--- config.mk ---
export PLATFORM = sky130hd
export DESIGN_NAME = snax_hwpe_periph_regfile
export DESIGN_NICKNAME = d
export VERILOG_FILES = /design/src/rtl/snax_hwpe_regfile_pkg.sv /design/src/rtl/snax_hwpe_job_fsm.sv /design/src/rtl/snax_hwpe_periph_regfile.sv
export SDC_FILE = /design/constraint.sdc
export NUM_CORES = 1
export LEC_CHECK = 0
export CORE_MARGIN = 5
export CORE_UTILIZATION = 55
export CTS_BUF_LIST = sky130_fd_sc_hd__clkbuf_4
export DETAILED_ROUTE_END_ITERATION = 16
export DONT_BUFFER_PORTS = 1
export PLACE_DENSITY = 0.73
export SYNTH_ARGS = -nofsm -noshare
export SYNTH_HDL_FRONTEND = slang
export SYNTH_SLANG_ARGS = --single-unit
--- constraint.sdc ---
create_clock -name clk_i -period 12.9 [get_ports clk_i]
set_input_delay 1.935 -clock clk_i [delete_from_list [all_inputs] [get_ports clk_i]]
set_output_delay 1.935 -clock clk_i [all_outputs]
set_load 0.05 [all_outputs]
--- src/rtl/snax_hwpe_regfile_pkg.sv ---
// Shared definitions for the HWPE peripheral register file: job states,
// register offsets above the CFG window and STATUS bit layout.
package snax_hwpe_regfile_pkg;

    typedef enum logic [1:0] {
        IDLE    = 2'd0,
        START   = 2'd1,
        RUNNING = 2'd2
    } job_state_e;

    // Word offsets relative to NumRegs
    localparam int unsigned TRIG_OFF   = 0;
    localparam int unsigned STATUS_OFF = 1;
    localparam int unsigned JOBCNT_OFF = 2;

    localparam int unsigned STATUS_BUSY_BIT = 0;
    localparam int unsigned STATUS_DONE_BIT = 1;

    function automatic logic [31:0] status_word(input logic busy, input logic done_sticky);
        logic [31:0] w;
        w = '0;
        w[STATUS_BUSY_BIT] = busy;
        w[STATUS_DONE_BIT] = done_sticky;
        return w;
    endfunction

endpackage

--- src/rtl/snax_hwpe_job_fsm.sv ---
// Job sequencer: IDLE -> START -> RUNNING handshake, sticky done flag and
// completed-job counter.
module snax_hwpe_job_fsm
    import snax_hwpe_regfile_pkg::*;
(
    input  logic        clk_i,
    input  logic        rst_i,
    input  logic        trigger_i,
    input  logic        done_i,
    input  logic        status_rd_i,
    input  logic        jobcnt_clr_i,
    output logic        start_o,
    output logic        busy_o,
    output logic        done_sticky_o,
    output logic [31:0] jobcnt_o
);

    job_state_e state_q, state_d;
    logic       job_done;

    assign job_done = (state_q == RUNNING) && done_i;

    // NOTE: next-state logic assigns a default before the case so no latch is inferred.
    always_comb begin
        state_d = state_q;
        case (state_q)
            IDLE:    if (trigger_i) state_d = START;
            START:   state_d = RUNNING;
            RUNNING: if (done_i) state_d = IDLE;
            default: state_d = IDLE;
        endcase
    end

    // NOTE: sequential state uses non-blocking assignments only.
    always_ff @(posedge clk_i or posedge rst_i) begin
        if (rst_i) begin
            state_q       <= IDLE;
            done_sticky_o <= 1'b0;
            jobcnt_o      <= '0;
        end else begin
            state_q <= state_d;
            // Completion wins over the read-to-clear of the same cycle
            if (job_done)
                done_sticky_o <= 1'b1;
            else if (status_rd_i)
                done_sticky_o <= 1'b0;
            if (jobcnt_clr_i)
                jobcnt_o <= job_done ? 32'd1 : 32'd0;
            else if (job_done)
                jobcnt_o <= jobcnt_o + 32'd1;
        end
    end

    assign start_o = (state_q == START);
    assign busy_o  = (state_q != IDLE);

endmodule

--- src/rtl/snax_hwpe_periph_regfile.sv ---
// Responder end of the HWPE peripheral interface: address decode, grant,
// CFG storage and registered read responses around the job FSM.
module snax_hwpe_periph_regfile
    import snax_hwpe_regfile_pkg::*;
#(
    parameter int unsigned NumRegs = 8,
    parameter int unsigned IdWidth = 5
) (
    input  logic                    clk_i,
    input  logic                    rst_i,
    input  logic                    req_i,
    output logic                    gnt_o,
    input  logic [31:0]             add_i,
    input  logic                    wen_i,
    input  logic [3:0]              be_i,
    input  logic [31:0]             data_i,
    input  logic [IdWidth-1:0]      id_i,
    output logic [31:0]             r_data_o,
    output logic                    r_valid_o,
    output logic [IdWidth-1:0]      r_id_o,
    output logic [NumRegs*32-1:0]   cfg_o,
    output logic                    start_o,
    input  logic                    done_i,
    output logic                    busy_o
);

    localparam logic [29:0] IDX_CFG_END = 30'(NumRegs);
    localparam logic [29:0] IDX_TRIG    = 30'(NumRegs + TRIG_OFF);
    localparam logic [29:0] IDX_STATUS  = 30'(NumRegs + STATUS_OFF);
    localparam logic [29:0] IDX_JOBCNT  = 30'(NumRegs + JOBCNT_OFF);

    logic [29:0] widx;
    logic        is_cfg;
    logic        xfer;
    logic        rd_xfer;
    logic        wr_xfer;
    logic        done_sticky;
    logic [31:0] jobcnt;
    logic [31:0] rdata;
    logic [31:0] cfg_q [NumRegs];
    logic        unused_addr_lsb;

    assign widx            = add_i[31:2];
    assign unused_addr_lsb = ^add_i[1:0];
    assign is_cfg          = widx < IDX_CFG_END;

    // CFG writes stall during a job; everything else, including STATUS polls, goes through
    assign gnt_o   = req_i && !(!wen_i && is_cfg && busy_o);
    assign xfer    = req_i && gnt_o;
    assign rd_xfer = xfer && wen_i;
    assign wr_xfer = xfer && !wen_i;

    // NOTE: CFG is cleared by reset, so it is built from resettable flops rather than a RAM.
    always_ff @(posedge clk_i or posedge rst_i) begin
        if (rst_i) begin
            for (int i = 0; i < int'(NumRegs); i++) cfg_q[i] <= '0;
        end else if (wr_xfer && is_cfg) begin
            for (int i = 0; i < int'(NumRegs); i++) begin
                if (widx == 30'(i)) begin
                    for (int b = 0; b < 4; b++) begin
                        if (be_i[b]) cfg_q[i][8*b +: 8] <= data_i[8*b +: 8];
                    end
                end
            end
        end
    end

    for (genvar g = 0; g < int'(NumRegs); g++) begin : g_cfg_out
        assign cfg_o[g*32 +: 32] = cfg_q[g];
    end

    always_comb begin
        rdata = '0;
        if (is_cfg) begin
            for (int i = 0; i < int'(NumRegs); i++) begin
                if (widx == 30'(i)) rdata = cfg_q[i];
            end
        end else if (widx == IDX_STATUS) begin
            rdata = status_word(busy_o, done_sticky);
        end else if (widx == IDX_JOBCNT) begin
            rdata = jobcnt;
        end
    end

    always_ff @(posedge clk_i or posedge rst_i) begin
        if (rst_i) begin
            r_valid_o <= 1'b0;
            r_data_o  <= '0;
            r_id_o    <= '0;
        end else begin
            r_valid_o <= rd_xfer;
            r_data_o  <= rd_xfer ? rdata : 32'd0;
            r_id_o    <= rd_xfer ? id_i : '0;
        end
    end

    snax_hwpe_job_fsm i_job_fsm (
        .clk_i         (clk_i),
        .rst_i         (rst_i),
        .trigger_i     (wr_xfer && (widx == IDX_TRIG)),
        .done_i        (done_i),
        .status_rd_i   (rd_xfer && (widx == IDX_STATUS)),
        .jobcnt_clr_i  (wr_xfer && (widx == IDX_JOBCNT)),
        .start_o       (start_o),
        .busy_o        (busy_o),
        .done_sticky_o (done_sticky),
        .jobcnt_o      (jobcnt)
    );

endmodule

==> qor.log <==
qor: status.run_status finished clean
qor: yosys.synth.yosys.warnings 0
qor: yosys.number_of_enable_type_register_cells_in_the_synthesized_netlist 0
qor: worst_setup_path.worstPathMaxFanout 9
qor: floorplan.die-area 31300 um^2
qor: pwr.power-per-cell-area 117 nW/um^2
qor: worst_setup_path.critical_path_arrival 3850 ps
qor: yosys.synth-xor-area-share 1.71%
qor: cts.cts.repair.resized 0
qor: place.place.detailed.instances 1565
qor: yosys.synth_flop_cell sky130_fd_sc_hd__dfrtp_1
qor: worst_setup_path.timing.critical_path.required 10970 ps
qor: cts.htreeDepth 3
qor: place.dp_hpwl 31400 um
qor: timing.timing.fmax 0.173 GHz
qor: route.wl_per_cell 28.0 um
qor: floorplan.initial_core_util 55.5%
qor: timing.finClkSkew 40.9 ps
qor: cells_and_area.most-common-layout-cells sky130_fd_sc_hd__dfrtp_1, sky130_fd_sc_hd__mux2_2, sky130_fd_sc_hd__clkbuf_4, sky130_fd_sc_hd__nand2_1, sky130_fd_sc_hd__nor2_1
qor: timing.relSlewSlack 22.3%
qor: cts.cts-root-to-sink-buffers 3
qor: yosys.synthAdderAreaFrac 0.0815%
qor: yosys.postSynthAreaPerCell 12.4 um^2
qor: timing.min_period_over_period 44.8%
qor: grt.maximum_number_of_pins_on_one_net_before_global_route_repair 132
qor: cts.cts_tree built
qor: yosys.synth.yosys.seq_area_share 53.7%
qor: floorplan.die_height 177 um
qor: pwr.power.static_leakage 8.12 nW
qor: timing.setup_total_negative_slack 0 ps
qor: cells_and_area.final_core_utilization 60.7%
qor: yosys.synth.mux.area_fraction 23.2%
qor: cts.cts_root_buffer_type sky130_fd_sc_hd__clkbuf_4
qor: grt.grt_pass1_vias 11500
qor: worst_setup_path.critPathLaunchType input pin
qor: yosys.synth_top_family_by_area multiplexers
qor: floorplan.die_width 177 um
qor: cells_and_area.layout-drive-gt1-share 36.4%
qor: cts.clock-sinks 329
qor: grt.grt_first_pass_wirelength 71900 um
qor: route.drc 0
qor: yosys.yosys.cell_types.count 60
qor: cells_and_area.post_layout_nonfiller_instances 1717
qor: floorplan.io_pins 375
qor: route.viasPerCell 6.42
qor: worst_setup_path.worst-r2r-setup-slack 9560 ps
qor: cts.postCtsHoldBufs 0
qor: route.via_count 11000
qor: cts.clock_input_transition_at_the_sequential_cells_of_the_worst_setup_and_hold_paths 70 ps
qor: yosys.yosys.area_share.simple 9.92%
qor: run.maxCapViolCount 0
qor: route.drt_first_pass_iters 7
qor: cells_and_area.final_common_cell sky130_fd_sc_hd__dfrtp_1
qor: timing.grt_setup_unrepaired no
qor: floorplan.core_area 27600 um^2
qor: pwr.worst_ir_drop_vdd 0.0970 mV
qor: floorplan.rows 61
qor: worst_hold_path.timing.hold.worst_path_depth 2
qor: timing.final_hold_viol_count 0
qor: yosys.syn-instance-count 1234
qor: cells_and_area.syn2layout_area_growth 9.21%
qor: cts.insertion_delay 710 ps
qor: pwr.total_power_after_layout 0.00196 W
qor: route.postRouteWirelength 48000 um
qor: timing.finalWorstPathRequiredPeriod 5780 ps
qor: yosys.synthesis.nets 1313
qor: yosys.synth_area 15300 um^2
qor: yosys.total_of_flip_flops_plus_latches_after_synthesis 329
qor: yosys.synth-compound-area-share 9.34%
qor: worst_setup_path.timing.reg2reg.worst_path_depth 6
qor: yosys.postSynth.asyncResetShare 100%
qor: grt.grt_util_all_layers 30.3%
qor: grt.antenna_found_initial 1
qor: timing.report.final.setup_viol 0
qor: cells_and_area.nets 1356
qor: grt.grt_overflow_total 0
qor: cts.post_cts_buffers 0
qor: worst_hold_path.holdCritPathClass flip-flop to flip-flop
qor: timing.drv_slew 0
qor: place.finalWeightedCongestion 0.836
qor: timing.worst_pin_slew 1160 ps
qor: cts.number_of_clock_buffers_inserted_by_tritoncts 88
qor: route.antenna_violating_nets_post_route 0
qor: route.1st_iter_drt_viols 797
qor: worst_setup_path.endpoint_kind primary output
qor: worst_setup_path.path_class input pin to primary output
qor: place.port_buffers 0
synthesized netlist by cell type (12+ instances only):
library cell,instances,area share [%]
sky130_fd_sc_hd__a221o_1,26,1.7
sky130_fd_sc_hd__dfrtp_1,329,54
sky130_fd_sc_hd__a211oi_1,26,1.3
sky130_fd_sc_hd__xor2_1,23,1.3
sky130_fd_sc_hd__o21ai_0,32,1.0
sky130_fd_sc_hd__nand3_1,15,0.49
sky130_fd_sc_hd__nor2_2,12,0.49
sky130_fd_sc_hd__and3_1,16,0.65
sky130_fd_sc_hd__nand2_1,94,2.3
sky130_fd_sc_hd__a221oi_1,15,0.86
sky130_fd_sc_hd__nor2_1,72,1.8
sky130_fd_sc_hd__a21oi_1,63,2.1
sky130_fd_sc_hd__clkbuf_1,37,0.91
sky130_fd_sc_hd__mux2i_1,31,2.0
sky130_fd_sc_hd__mux2_2,278,20
report_power, final:
part	switching (W)	leakage [nW]	internal [W]	total [W]
sequential	0.00000318	4.59	0.00103	0.00104
combinational	0.0000347	2.91	0.0000102	0.0000449
clock	0.000426	0.627	0.000456	0.000882
total	0.000464	8.12	0.00150	0.00196
metrics by stage:
stage               setup slack (ps)  hold slack, ps  instance area (um^2)
floorplan                       1850             502                 15300
finish                          7120             547                 16800
detailed placement              7140             535                 15700
global route                    7030             572                 16800
CTS                             7140             543                 16800
global placement                7140             525                 15700
critical path: stages:
cell and delay (ps):
sky130_fd_sc_hd__nor4_2 520, sky130_fd_sc_hd__nand3_2 350, sky130_fd_sc_hd__or3_2 530, sky130_fd_sc_hd__o31a_1 510
layer usage:
layer | track usage (%) | routed length, um | up-vias
met3 | 11.2 | 5230 | 109
met5 | 0 | 0 | -
met4 | 10.6 | 1460 | 0
li1 | - | - | 4688
met2 | 48.3 | 23000 | 565
met1 | 38.4 | 18300 | 5654
cells by family after synthesis:
group | Yosys count
multiplexers | 319
XOR/XNOR | 30
AO/OA/AOI/OAI | 199
adder cells (fa/ha/maj) | 1
AND/OR/NAND/NOR | 285
buffers and inverters | 71
flip-flops | 329
registers in the layout (all words and copies together), names as in the netlist:
| register | flops |
|---|---|
| i_job_fsm.done_sticky_o | 1 |
| r_valid_o | 1 |
| i_job_fsm.state_q | 2 |
| r_id_o | 5 |
| r_data_o | 32 |
| i_job_fsm.jobcnt_o | 32 |
| cfg_o | 256 |
layout make-up:
cell class | instances | area [um^2]
tap | 378 | 473
antenna | 1 | 2.50
timing repair buffer | 17 | 128
sequential | 329 | 8230
inverter | 7 | 33.8
multi-input combinational | 834 | 6820
clock inverter | 22 | 100
fill | 2249 | 10900
clock buffer | 129 | 968
final timing paths:
kind,from,end
worst max-delay path,add_i[17],gnt_o
worst min register to register,i_job_fsm.done_sticky_o$_DFFE_PP0P_,i_job_fsm.done_sticky_o$_DFFE_PP0P_
worst min-delay path,i_job_fsm.done_sticky_o$_DFFE_PP0P_,i_job_fsm.done_sticky_o$_DFFE_PP0P_
worst max register to register,i_job_fsm.state_q[1]$_DFFE_PP0P_,cfg_o[5]$_DFFE_PP0P_
max in group asynchronous,rst_i,cfg_o[216]$_DFFE_PP0P_
min in group asynchronous,rst_i,cfg_o[44]$_DFFE_PP0P_
Note: power is estimated with default switching activity, not from simulation.
